[src/rtl/lsu_ctrl.sv]
// rtl/lsu_ctrl.sv - RV32I load/store unit, optional misaligned-access trap via LSU_MISALIGN_TRAP_EN
module lsu_ctrl (
    input  logic        CLK,
    input  logic        RSTN,
    input  logic        ex_vld,
    output logic        ex_rdy,
    input  logic [31:0] ex_out,
    input  logic        ex_load,
    input  logic        ex_store,
    input  logic [1:0]  ex_size,
    input  logic        ex_lsign,
    input  logic [31:0] ex_sdata,
    input  logic [4:0]  ex_rd,
    input  logic        ex_rd_wen,
    output logic        mem_req,
    output logic        mem_we,
    output logic [31:0] mem_addr,
    output logic [31:0] mem_wdata,
    output logic [3:0]  mem_wstrb,
    input  logic        mem_gnt,
    input  logic        mem_rvld,
    input  logic [31:0] mem_rdata,
    output logic [31:0] lsu_out,
    output logic        lsu_out_vld,
    output logic        lsu_ready,
    output logic [31:0] lsu_mem_rdata,
    output logic        lsu_mem_rvld,
    output logic [3:0]  lsu_rstrb,
    output logic [4:0]  lsu_rd,
    output logic        lsu_rd_wen,
    output logic        lsu_lsign,
    output logic        lsu_misalign
);

    localparam logic [1:0] S_IDLE = 2'd0;
    localparam logic [1:0] S_REQ  = 2'd1;
    localparam logic [1:0] S_WAIT = 2'd2;
    localparam logic [1:0] S_DONE = 2'd3;

    logic [1:0]  state;
    logic        cur_load;

    logic        accept;
    logic        op_load;
    logic        op_store;
    logic        size_byte;
    logic        size_half;
    logic        size_word;
    logic        misalign_c;
    logic        mem_op;
    logic [31:0] addr_eff;
    logic [3:0]  lane_c;
    logic [31:0] wdata_c;
    logic [3:0]  rstrb_c;

    assign ex_rdy = (state == S_IDLE);
    assign accept = ex_vld & ex_rdy;

    // Decode the offered instruction: access kind, lanes, replicated store data.
    // A load flag wins if execute ever raises both load and store.
    always_comb begin
        op_load   = ex_load;
        op_store  = ex_store & ~ex_load;
        size_byte = (ex_size == 2'd0);
        size_half = (ex_size == 2'd1);
        size_word = ex_size[1];

`ifdef LSU_MISALIGN_TRAP_EN
        misalign_c = (op_load | op_store) &
                     ((size_half & ex_out[0]) | (size_word & (ex_out[1:0] != 2'b00)));
        addr_eff   = ex_out;
`else
        misalign_c = 1'b0;
        addr_eff   = ex_out;
        if (size_half) begin
            addr_eff[0] = 1'b0;
        end else if (size_word) begin
            addr_eff[1:0] = 2'b00;
        end
`endif

        mem_op = (op_load | op_store) & ~misalign_c;

        lane_c  = 4'b1111;
        wdata_c = ex_sdata;
        if (size_byte) begin
            lane_c  = 4'b0001 << addr_eff[1:0];
            wdata_c = {4{ex_sdata[7:0]}};
        end else if (size_half) begin
            lane_c  = 4'b0011 << {addr_eff[1], 1'b0};
            wdata_c = {2{ex_sdata[15:0]}};
        end

        rstrb_c = (op_load & ~size_word) ? lane_c : 4'b0000;
    end

    // Sequencer: IDLE accepts, REQ holds the request until grant, WAIT takes read data, DONE presents one result.
    always_ff @(posedge CLK or negedge RSTN) begin
        if (!RSTN) begin
            state        <= S_IDLE;
            cur_load     <= 1'b0;
            mem_req      <= 1'b0;
            lsu_ready    <= 1'b0;
            lsu_out_vld  <= 1'b0;
            lsu_mem_rvld <= 1'b0;
            lsu_misalign <= 1'b0;
        end else begin
            case (state)
                S_IDLE: begin
                    if (accept) begin
                        cur_load <= op_load;
                        if (mem_op) begin
                            state   <= S_REQ;
                            mem_req <= 1'b1;
                        end else begin
                            state        <= S_DONE;
                            lsu_ready    <= 1'b1;
                            lsu_out_vld  <= 1'b1;
                            lsu_mem_rvld <= 1'b0;
                            lsu_misalign <= misalign_c;
                        end
                    end
                end
                S_REQ: begin
                    if (mem_gnt) begin
                        mem_req <= 1'b0;
                        if (cur_load) begin
                            state <= S_WAIT;
                        end else begin
                            state        <= S_DONE;
                            lsu_ready    <= 1'b1;
                            lsu_out_vld  <= 1'b1;
                            lsu_mem_rvld <= 1'b0;
                        end
                    end
                end
                S_WAIT: begin
                    if (mem_rvld) begin
                        state        <= S_DONE;
                        lsu_ready    <= 1'b1;
                        lsu_out_vld  <= 1'b1;
                        lsu_mem_rvld <= 1'b1;
                    end
                end
                default: begin
                    state        <= S_IDLE;
                    lsu_ready    <= 1'b0;
                    lsu_out_vld  <= 1'b0;
                    lsu_mem_rvld <= 1'b0;
                    lsu_misalign <= 1'b0;
                end
            endcase
        end
    end

    // Per-instruction fields are captured at acceptance and held steady through REQ/WAIT/DONE.
    // Stores and trapped accesses never write the register file.
    always_ff @(posedge CLK or negedge RSTN) begin
        if (!RSTN) begin
            mem_we     <= 1'b0;
            mem_addr   <= 32'd0;
            mem_wdata  <= 32'd0;
            mem_wstrb  <= 4'd0;
            lsu_out    <= 32'd0;
            lsu_rstrb  <= 4'd0;
            lsu_rd     <= 5'd0;
            lsu_rd_wen <= 1'b0;
            lsu_lsign  <= 1'b0;
        end else if (accept) begin
            mem_we     <= op_store;
            mem_addr   <= {addr_eff[31:2], 2'b00};
            mem_wdata  <= op_store ? wdata_c : 32'd0;
            mem_wstrb  <= op_store ? lane_c : 4'd0;
            lsu_out    <= ex_out;
            lsu_rstrb  <= rstrb_c;
            lsu_rd     <= ex_rd;
            lsu_rd_wen <= ex_rd_wen & ~op_store & ~misalign_c;
            lsu_lsign  <= ex_lsign;
        end
    end

    // Load data is sampled only while waiting for it; stray responses elsewhere are dropped.
    always_ff @(posedge CLK or negedge RSTN) begin
        if (!RSTN) begin
            lsu_mem_rdata <= 32'd0;
        end else if ((state == S_WAIT) && mem_rvld) begin
            lsu_mem_rdata <= mem_rdata;
        end
    end

endmodule

[config.mk]
export PLATFORM = sky130hd
export DESIGN_NAME = lsu_ctrl
export DESIGN_NICKNAME = d
export VERILOG_FILES = /design/src/rtl/lsu_ctrl.sv
export SDC_FILE = /design/constraint.sdc
export NUM_CORES = 1
export LEC_CHECK = 0
export ABC_AREA = 1
export CORE_MARGIN = 2
export CORE_UTILIZATION = 29
export CTS_BUF_LIST = sky130_fd_sc_hd__clkbuf_2 sky130_fd_sc_hd__clkbuf_4 sky130_fd_sc_hd__clkbuf_8
export CTS_CLUSTER_DIAMETER = 100
export DETAILED_ROUTE_END_ITERATION = 12
export DONT_BUFFER_PORTS = 1
export GPL_ROUTABILITY_DRIVEN = 1
export GPL_TIMING_DRIVEN = 0
export SETUP_SLACK_MARGIN = 0.1
export SYNTH_ARGS = -nofsm -noshare
export SYNTH_HDL_FRONTEND = slang
export SYNTH_SLANG_ARGS = --single-unit
[constraint.sdc]
create_clock -name CLK -period 2.35 [get_ports CLK]
set_input_delay 0.235 -clock CLK [delete_from_list [all_inputs] [get_ports CLK]]
set_output_delay 0.235 -clock CLK [all_outputs]
set_load 0.03 [all_outputs]
==> metrics, run 1 <==
worst hold slack=-0.516 ns; antenna viol nets, final=0; total count of hold-check failures in the final report=around 120; I/O pin total=around 260; class of the most critical hold timing path=primary input to asynchronous set/reset pin; sequential element share of the synthesized area=57.3%; die outline area=roughly 19,000 um^2; f_max=roughly 0.49 GHz; final core area utilization=39.7%; Max VDD drop=0.000706 V; failing checks=hold timing; detailed-route DRC error count=0; number of buffers inserted by hold repair at cts=around 100; worst-case reg-to-reg path depth=9; Core Box Area=approximately 17,000 um^2; result of the run=finished with violations; Detailed Routing Iterations Pass 1=4; Via density=4.51; instance count of the mapped netlist=roughly 560; setup TNS=0 ns; r2r endpoint=mem_wdata[9]; Longest Clk Path Bufs=2; number of buffers added on ports=0; smallest setup slack after layout=0.320 ns; CP Max Fanout=10; antenna violations before repair=0; largest net degree at the start of global routing=roughly 120; max-slew violation count=0; placement row count=48; commonest cells after routing, fill and taps aside=257 x nand2_1, 118 x dfrtp_1, 103 x dlygate4sd3_1; Pwr Density=roughly 1500 nW/um^2; worst-skew pair later-pin latency=between 0.4 and 0.5 ns; proportion of netlist area held by the largest area contributor=between 50% and 60%; number of CTS-inserted buffers=17; clock-pin transition on the worst setup and hold timing paths=0.08 ns; Post-Route WL=between 15 and 20 mm; H-tree depth=4; number of gates resized after CTS=0; Synthesis Warnings=0; Die W=137 um; final estimated routing congestion in global placement=a little under 0.8; clk sink count=between 100 and 150; Nets=about 800; area leader, netlist=dfrtp_1; mean instance size in the synthesized netlist=roughly 9.2 um^2; setup slack, reg-to-reg=between 0.3 and 0.4 ns; most common flop cell mapped by yosys=dfrtp_1; critical path capture point type=flop; Max Clock Skew=around 0.012 ns; critical path data required time=about 2.7 ns; Initial Util=roughly 30%; count of different cell masters after synthesis=21; Cell Area, Synth=slightly above 5000 um^2; FF+latch area=roughly 3000 um^2; DR iter-0 viols=around 140; Leak=between 0.003 and 0.004 uW; shortest period the worst path allows=a little over 2 ns; critical setup path kind=flop to flop; number of enable flip-flop cells after synthesis=0; number of failing setup endpoints in the final timing report=0; number of register bits inferred by synthesis=around 120; fin area=~6900 um^2; Worst Path Arrival=between 2 and 2.5 ns; average routed wire per standard cell=16.5 um; number of fillers in the final layout=between 1.5k and 2k; clock tree from TritonCTS=done; CTS Root Cell=clkbuf_8; worst reg2reg path startpoint=state[0]; worst slack after detailed placement=about 0.32 ns; dpl hpwl=roughly 10 mm; Inserted Diodes=0; number of global-route vias before repair=4,161; layout cells sized above 1=18.5%; post-route fraction of the period consumed by the critical path=between 80% and 90%; Global Route Usage Sum=about 16%; area growth from synthesis to layout=33.5%; DR vias=roughly 4.2k; kind of start point of the critical path=flop; proportion of synthesized flip-flops having asynchronous set or reset=between 90% and 100%; Die Height=about 140 um; largest cells by area after synthesis=dfrtp_1 57%, nand2_1 19%, mux2_2 7.0%; area taken by multi-input logic gates=between 1500 and 2000 um^2; placed cell area=5450 um^2; setup repair after global routing missed its margin=no; leading cell type in the layout, fill and taps excluded=nand2_1; count of maximum capacitance violations=0; total grt overflow=0; wire length of the first global-routing pass=22.4 mm
==> where the power goes <==
group,switching (uW),total (uW),internal [uW]
combinational,1620,2780,1160
sequential,2620,5540,2920
clock,935,1900,966
==> layout make-up <==
type | count | share of cell area [%]
clock buffer | 17 | 3.40
tap | 225 | 4.09
clock inverter | 15 | 2.49
timing repair buffer | 103 | 15.0
multi-input combinational | 364 | 25.3
inverter | 25 | 1.38
sequential | 118 | 42.9
buffer | 56 | 5.47
==> critical path, stage by stage, from the launching register on <==
cell and delay, ns:
dfrtp_1 0.43, inv_1 0.12, ha_1 0.46, nand2_1 0.18
inv_2 0.17, nand3_2 0.16, clkinv_2 0.17, buf_6 0.16
nand2_1 0.07, nand2_1 0.05
==> per-stage QoR <==
stage	std cells	power [uW]
4_1_cts	923	10300
2_1_floorplan	563	7540
3_3_place_gp	788	8170
6_report	923	10200
5_1_grt	923	10800
3_5_place_dp	788	8230
==> synth_stat cells, types with 2 or more instances <==
cell type and number:
a21oi_1 5, buf_2 19, buf_4 36, dfrtp_1 118, ha_1 5, inv_1 21
inv_2 3, mux2_2 32, nand2_1 257, nand3_1 12, nand3_2 2, nor2_1 11
o21ai_0 9, o21ai_1 24
==> kinds of logic (layout without fill, tap and decap cells) <==
group / after synthesis / in the layout / share of synthesized area, %
AO/OA/AOI/OAI: 39 / 39 / 3.81
adder cells (fa/ha/maj): 5 / 5 / 1.21
buffers and inverters: 81 / 216 / 9.15
flip-flops: 118 / 118 / 57.3
multiplexers: 32 / 32 / 6.99
other: 1 / 3 / 0.0727
AND/OR/NAND/NOR: 285 / 285 / 21.5
==> worst max path at each step <==
| stage | start | endpoint | cells past startpoint |
|---|---|---|---|
| 4_1_cts | state[0] | mem_wdata[9] | 9 |
| 3_3_place_gp | state[0] | mem_wdata[9] | 9 |
| 5_1_grt | state[0] | mem_wdata[15] | 9 |
| 3_5_place_dp | state[0] | mem_wdata[9] | 9 |
| 2_1_floorplan | state[0] | mem_wstrb[0] | 7 |
| 6_report | state[0] | mem_wdata[9] | 9 |
==> registers in the layout, indices dropped and copies added (netlist names) <==
signal and count:
lsu_out 32, cur_load 1, lsu_mem_rvld 1, lsu_rstrb 4, lsu_ready 1, state 2, mem_we 1, mem_wdata 32
lsu_mem_rdata 32, mem_req 1, mem_wstrb 4, lsu_rd 5, lsu_lsign 1, lsu_rd_wen 1
==> what timing repair did <==
action                                  in CTS  in global routing
buffers inserted                             0                  0
hold endpoints to repair                   227                118
endpoints found under the setup margin       0                  0
==> per-layer routing <==
metal | GRT usage, % | part of all wire [%] | up-vias
li1 | - | - | 1983
met1 | 17.5 | 39 | 1955
met2 | 27.9 | 51 | 213
met3 | 5.22 | 8.7 | 14
met4 | 5.50 | 1.3 | 0
met5 | 0 | 0 | -
Note: power is estimated with default switching activity, not from simulation.
==> inputs of run 2 (changes only) <==
--- a/config.mk
+++ b/config.mk
@@ -6,12 +6,11 @@
 export NUM_CORES = 1
 export LEC_CHECK = 0
 export ABC_AREA = 1
-export CORE_MARGIN = 2
+export ABC_CLOCK_PERIOD_IN_PS = 2350
 export CORE_UTILIZATION = 29
 export CTS_BUF_LIST = sky130_fd_sc_hd__clkbuf_2 sky130_fd_sc_hd__clkbuf_4 sky130_fd_sc_hd__clkbuf_8
 export CTS_CLUSTER_DIAMETER = 100
 export DETAILED_ROUTE_END_ITERATION = 12
-export DONT_BUFFER_PORTS = 1
 export GPL_ROUTABILITY_DRIVEN = 1
 export GPL_TIMING_DRIVEN = 0
 export SETUP_SLACK_MARGIN = 0.1
==> run 2 against run 1 <==
The run now ends clean. Design area is 24% higher. Register-to-register slack better by 0.29 ns. Die area is 2.9% lower. Core utilization is 9.4 points higher. Sequential power is 36% lower. Worst setup slack better by 0.18 ns. Highest routed layer unchanged.
==> metrics, run 2 (synthesis gave the netlist of run 1 again) <==
result of the run=finished, final reports clean; Detailed Routing Iterations Pass 1=4 (unchanged); commonest cells after routing, fill and taps aside=257 x nand2_1, 255 x clkdlybuf4s50_1, 118 x dfrtp_1; Overall Power=12,600 uW (+23%); clock tree from TritonCTS=done; dpl hpwl=12.1 mm (+15%); routing usage on met3=7.33% (+2.1 points); worst-margin pin slew=just over 0.6 ns; Post-Route WL=15.9 mm (+4.3%); I/O pin total=262 (unchanged); grt met1 use=22.6% (+5.1 points); setup repair after global routing missed its margin=no; Initial Util=29.7% (unchanged); total grt overflow=0 (unchanged); total count of hold-check failures in the final report=0 (-100%); shortest period the worst path allows=1.85 ns (-0.184 ns); average routed wire per standard cell=14.7 um (-11%); Die W=135 um (-1.5%); placed cell area=8050 um^2 (+48%); placement row count=48 (unchanged); Global Route Usage Sum=17.9% (+2.2 points); number of global-route vias before repair=4,344 (+4.4%); CTS Root Cell=clkbuf_8; setup bufs post-CTS=0 (unchanged); wire length of the first global-routing pass=24.6 mm (+9.6%); met2 usage=28.1% (+0.20 points); Worst slew margin=between 50% and 60%; Inserted Diodes=0 (unchanged); setup slack, reg-to-reg=0.61 ns (+0.29 ns); registers with the highest flip-flop counts=lsu_mem_rdata x32, lsu_out x32, mem_wdata x32; max-slew violation count=0 (unchanged); number of buffers added on ports=257 (+257); Max Clock Skew=0.00874 ns (-0.00357 ns); WHS Endpoint=mem_wdata[31]; detailed-route DRC error count=0 (unchanged); worst-skew pair later-pin latency=0.43 ns (about the same); Die Height=135 um (-1.5%); critical path capture point type=output port; class of the most critical hold timing path=primary input to flop; setup TNS=0 ns (unchanged); highest-delay cell along the critical path=clkdlybuf4s50_1; Max VDD drop=0.000798 V (+13%); Worst Path Arrival=1.61 ns (-0.80 ns); fin area=8510 um^2 (+24%); critical path data required time=2.12 ns (-0.61 ns); global-route layer with the greatest usage=met2; Nets=958 (+19%); die outline area=18,300 um^2 (-2.9%); Core Box Area=17,400 um^2 (unchanged); f_max=0.542 GHz (+10%); Via density=4.26 (-5.6%); number of failing setup endpoints in the final timing report=0 (unchanged); H-tree depth=4 (unchanged); r2r endpoint=mem_wdata[15]; antenna viol nets, final=0 (unchanged); worst-case reg-to-reg path depth=9 (unchanged); Longest Clk Path Bufs=2 (unchanged); Pwr Density=1480 nW/um^2 (-0.50%); number of buffer and inverter instances along the worst setup path=2 (-2); Leak=0.00407 uW (+17%); clock-pin transition on the worst setup and hold timing paths=0.07 ns (about the same); largest net degree at the start of global routing=63 (-47%); origin of the worst setup path=lsu_out[19]; clk sink count=118 (unchanged); worst hold slack=0.246 ns (+0.762 ns); Hold Path Cell Cnt=5; worst reg2reg path startpoint=state[0]; count of maximum capacitance violations=0 (unchanged); area growth from synthesis to layout=64.9%; layout cells sized above 1=15.3% (-3.1 points); Top Family by Delay on Critical Path=buffers and inverters; leading cell type in the layout, fill and taps excluded=nand2_1; DR iter-0 viols=149 (+8.0%); kind of start point of the critical path=flop; antenna violations before repair=0 (unchanged); chain of cells forming the critical path=buf_4, clkdlybuf4s50_1; final estimated routing congestion in global placement=0.769 (-2.3%); CP Max Fanout=3 (-7); post-placement cell count=1,046 (+33%); source of the worst hold timing path=ex_size[1]; DR vias=4,594 (+10%); critical setup path kind=flop to output port; number of CTS-inserted buffers=17 (unchanged); critical path's largest stage delay=0.65 ns (+0.19 ns); post-route fraction of the period consumed by the critical path=78.5% (-7.8 points); Non-Filler Instances=1,079 (+17%)
[run 2: timing repair]
action,in CTS,in global routing
gates resized for setup,0,1
hold buffers,1,0
endpoints found under the setup margin,0,1
hold endpoints to repair,61,0
[run 2: worst min-delay path, delay by kind of cell]
family / cells / cell delay [ns]
and+or+nand+nor: 4 / 0.24
buffers and inverters: 1 / 0.17
[run 2: where the power goes]
part	internal, uW	total, uW	switching, uW
logic	3060	6960	3910
clock network	1190	2080	887
registers	2950	3530	581
total	7200	12600	5370
[run 2: worst max-delay path by stage]
stage / endpoint / slack (ns) / cells after the start
CTS: ex_rdy / 0.13 / 3
finish: mem_addr[19] / 0.50 / 2
detailed placement: mem_wdata[15] / 0.59 / 9
global route: mem_addr[29] / 0.41 / 2
global placement: mem_wdata[4] / -3.90 / 1
floorplan: mem_wstrb[0] / 0.74 / 7
[run 2: layout make-up]
class,count,area [um^2]
Fill cell,1716,8850
Sequential cell,118,2950
Timing Repair Buffer,259,2610
Multi-Input combinational cell,364,1740
Buffer,56,377
Tap cell,225,282
Clock buffer,18,248
Clock inverter,14,199
Inverter,25,95.1
[run 2: through the flow]
| stage | utilization [%] | setup WS [ns] |
|---|---|---|
| CTS | 49.0 | 0.127 |
| floorplan | - | 0.740 |
| finish | 49.0 | 0.505 |
| global route | 49.0 | 0.408 |
| detailed placement | 46.4 | 0.587 |
| global placement | 46.2 | -3.90 |
[run 2: metal layers]
| metal | vias to the layer above | wire length [um] |
|---|---|---|
| li1 | 2281 | - |
| met3 | 15 | 1450 |
| met2 | 198 | 7380 |
| met1 | 2100 | 6840 |
| met5 | - | 0 |
| met4 | 0 | 182 |
==> inputs of run 3 (changes only) <==
--- a/config.mk
+++ b/config.mk
@@ -6,7 +6,7 @@
 export NUM_CORES = 1
 export LEC_CHECK = 0
 export ABC_AREA = 1
-export ABC_CLOCK_PERIOD_IN_PS = 2350
+export ABC_CLOCK_PERIOD_IN_PS = 1500
 export CORE_UTILIZATION = 29
 export CTS_BUF_LIST = sky130_fd_sc_hd__clkbuf_2 sky130_fd_sc_hd__clkbuf_4 sky130_fd_sc_hd__clkbuf_8
 export CTS_CLUSTER_DIAMETER = 100
==> constraint.sdc (replaced) <==
create_clock -name CLK -period 1.5 [get_ports CLK]
set_input_delay 0.15 -clock CLK [delete_from_list [all_inputs] [get_ports CLK]]
set_output_delay 0.15 -clock CLK [all_outputs]
set_load 0.03 [all_outputs]
==> run 3 against run 2 <==
Core utilization shrank 0.70 points. Total power grew 47%. Non-clock buffer count grew 9. Global-route usage grew 0.27 points. Design area shrank 1.4%. Die area is the same. Critical path depth grew 3. First-iteration DRC count grew 9.4%. Count of clock-buffer cells in the layout grew 1. Worst setup slack lost 0.42 ns. Combinational power grew 45%. Critical path type is now flop to flop. Largest power group unchanged.
==> metrics, run 3 (synthesis gave the netlist of run 1 again) <==
critical path capture point type=flop; Post-Route WL=16.3 mm (+3.1%); area growth from synthesis to layout=62.6%; fin area=8390 um^2 (-1.4%); Detailed Routing Iterations Pass 1=4 (unchanged); clock tree from TritonCTS=done; post-route fraction of the period consumed by the critical path=94.3%; commonest cells after routing, fill and taps aside=252 x nand2_1, 118 x dfrtp_1, 109 x clkdlybuf4s50_1; count of maximum capacitance violations=0 (unchanged); chain of cells forming the critical path=inv_2, ha_1, nand2_4, buf_8, mux2_2; registers with the highest flip-flop counts=lsu_mem_rdata x32, lsu_out x32, mem_wdata x32; result of the run=finished, final reports clean; setup repair after global routing missed its margin=yes; final estimated routing congestion in global placement=0.771 (+0.21%); antenna violations before repair=0 (unchanged); average routed wire per standard cell=15.0 um (+2.3%); Die Height=135 um (unchanged); Global Route Usage Sum=18.2% (+0.27 points); max-slew violation count=0 (unchanged); number of fillers in the final layout=1,701 (-0.87%); shortest period the worst path allows=roughly 1.4 ns; critical path data required time=1.80 ns (-0.32 ns); Longest Clk Path Bufs=2 (unchanged); DR vias=4,602 (+0.17%); largest net degree at the start of global routing=78 (+24%); Via density=4.23 (-0.56%); detailed-route DRC error count=0 (unchanged); DR iter-0 viols=163 (+9.4%); total count of hold-check failures in the final report=0 (unchanged); Max VDD drop=0.00109 V (+36%); number of CTS-inserted buffers=17 (unchanged); worst-skew pair later-pin latency=0.42 ns (about the same); H-tree depth=4 (unchanged); highest-delay cell along the critical path=dfrtp_1; critical setup path kind=flop to flop; leading cell type in the layout, fill and taps excluded=nand2_1; antenna viol nets, final=0 (unchanged); class of the most critical hold timing path=primary input to flop; f_max=0.707 GHz; clock-pin transition on the worst setup and hold timing paths=0.07 ns (about the same); die outline area=18,300 um^2 (unchanged); Leak=0.00434 uW (+6.6%); wire length of the first global-routing pass=25.1 mm (+2.3%); worst-case reg-to-reg path depth=5 (-4); number of failing setup endpoints in the final timing report=0 (unchanged); number of buffers added on ports=257 (unchanged); clk sink count=118 (unchanged); Initial Util=29.7% (unchanged); number of global-route vias before repair=4,523 (+4.1%); dpl hpwl=12.3 mm (+2.0%); placement row count=48 (unchanged); total grt overflow=0 (unchanged); CTS Root Cell=clkbuf_8; CP Max Fanout=10 (+7); Die W=135 um (unchanged); Nets=967 (+0.94%); Hold Path Cell Cnt=5 (unchanged); Worst Path Arrival=1.72 ns (+0.11 ns); Inserted Diodes=0 (unchanged); worst hold slack=0.147 ns (-0.0991 ns); I/O pin total=262 (unchanged); Core Box Area=17,400 um^2 (unchanged); Pwr Density=2200 nW/um^2 (+49%); Max Clock Skew=0.0108 ns (+0.00202 ns); layout cells sized above 1=24.5% (+9.1 points); kind of start point of the critical path=flop; critical path's largest stage delay=0.37 ns (-0.28 ns); placed cell area=8070 um^2 (+0.25%)
[run 3: changes by cell type in the layout (fill, tap and decap cells not counted), moves of 3 or more]
cell	delta
clkbuf_2	+21
clkdlybuf4s15_2	+9
buf_2	+15
buf_8	+3
nand2_1	-5
inv_1	-3
nand2_2	+3
buf_6	+10
dlygate4sd2_1	+45
clkdlybuf4s50_1	-146
clkdlybuf4s15_1	+40
buf_4	+12
[run 3: what timing repair did]
action | CTS | global route
setup buffers | 5 | 3
hold endpoints to repair | 41 | 0
gates cloned | 0 | 1
endpoints found under the setup margin | 262 | 168
resized for setup | 348 | 73
hold buffers | 1 | 0
pin swaps | 1 | 4
[run 3: worst paths after layout]
path	to	slack, ns	start
setup / recovery	lsu_mem_rdata[22]	0.09	state[0]
hold / removal	mem_wdata[31]	0.15	ex_size[1]
setup reg to reg	lsu_mem_rdata[22]	0.09	state[0]
hold reg to reg	mem_wdata[25]	0.47	mem_wdata[25]
max in group asynchronous	mem_wdata[24]	0.54	RSTN
min in group asynchronous	lsu_mem_rdata[8]	0.21	RSTN
[run 3: per-stage QoR]
step                      cells  TNS (ns)  worst slack (ns)  utilization, %  total power (uW)
after floorplan             563         0            0.0780               -             11900
final                      1087         0            0.0852            48.3             18500
after global placement     1045   -561.06             -4.67            46.3             16600
after global routing       1087         0            0.0393            48.3             19700
after detailed placement   1046    -11.31            -0.165            46.5             16700
after CTS                  1083         0            0.0726            48.1             18600
[run 3: cell type report]
cell class	instances	area [um^2]	area share, %
multi-input cells	364	1790	21.4
clock inverters	12	130	1.55
inverters	25	104	1.24
well taps	225	282	3.36
plain buffers	56	473	5.64
flip-flops and latches	118	2950	35.2
clock buffers	19	262	3.12
repair buffers	268	2390	28.5
[run 3: critical path, delay by kind of cell, from the launching register on]
kind	cells	cell delay [ns]
and+or+nand+nor	1	0.14
muxes	1	0.34
adders and majority gates	1	0.22
buffers and inverters	2	0.23
DFF	1	0.37
[run 3: power breakdown]
group / internal [uW] / total [uW] / switching (uW)
Clock: 1550 / 2860 / 1310
Sequential: 4620 / 5550 / 926
Combinational: 3820 / 10100 / 6240
[run 3: metal layers]
layer  up-vias  GRT usage, %  share of wire (%)
met5         -             0                  0
met1      2111          21.9                 42
met4         0          5.18                1.0
met2       182          30.1                 48
met3         9          6.96                9.2
li1       2300             -                  -
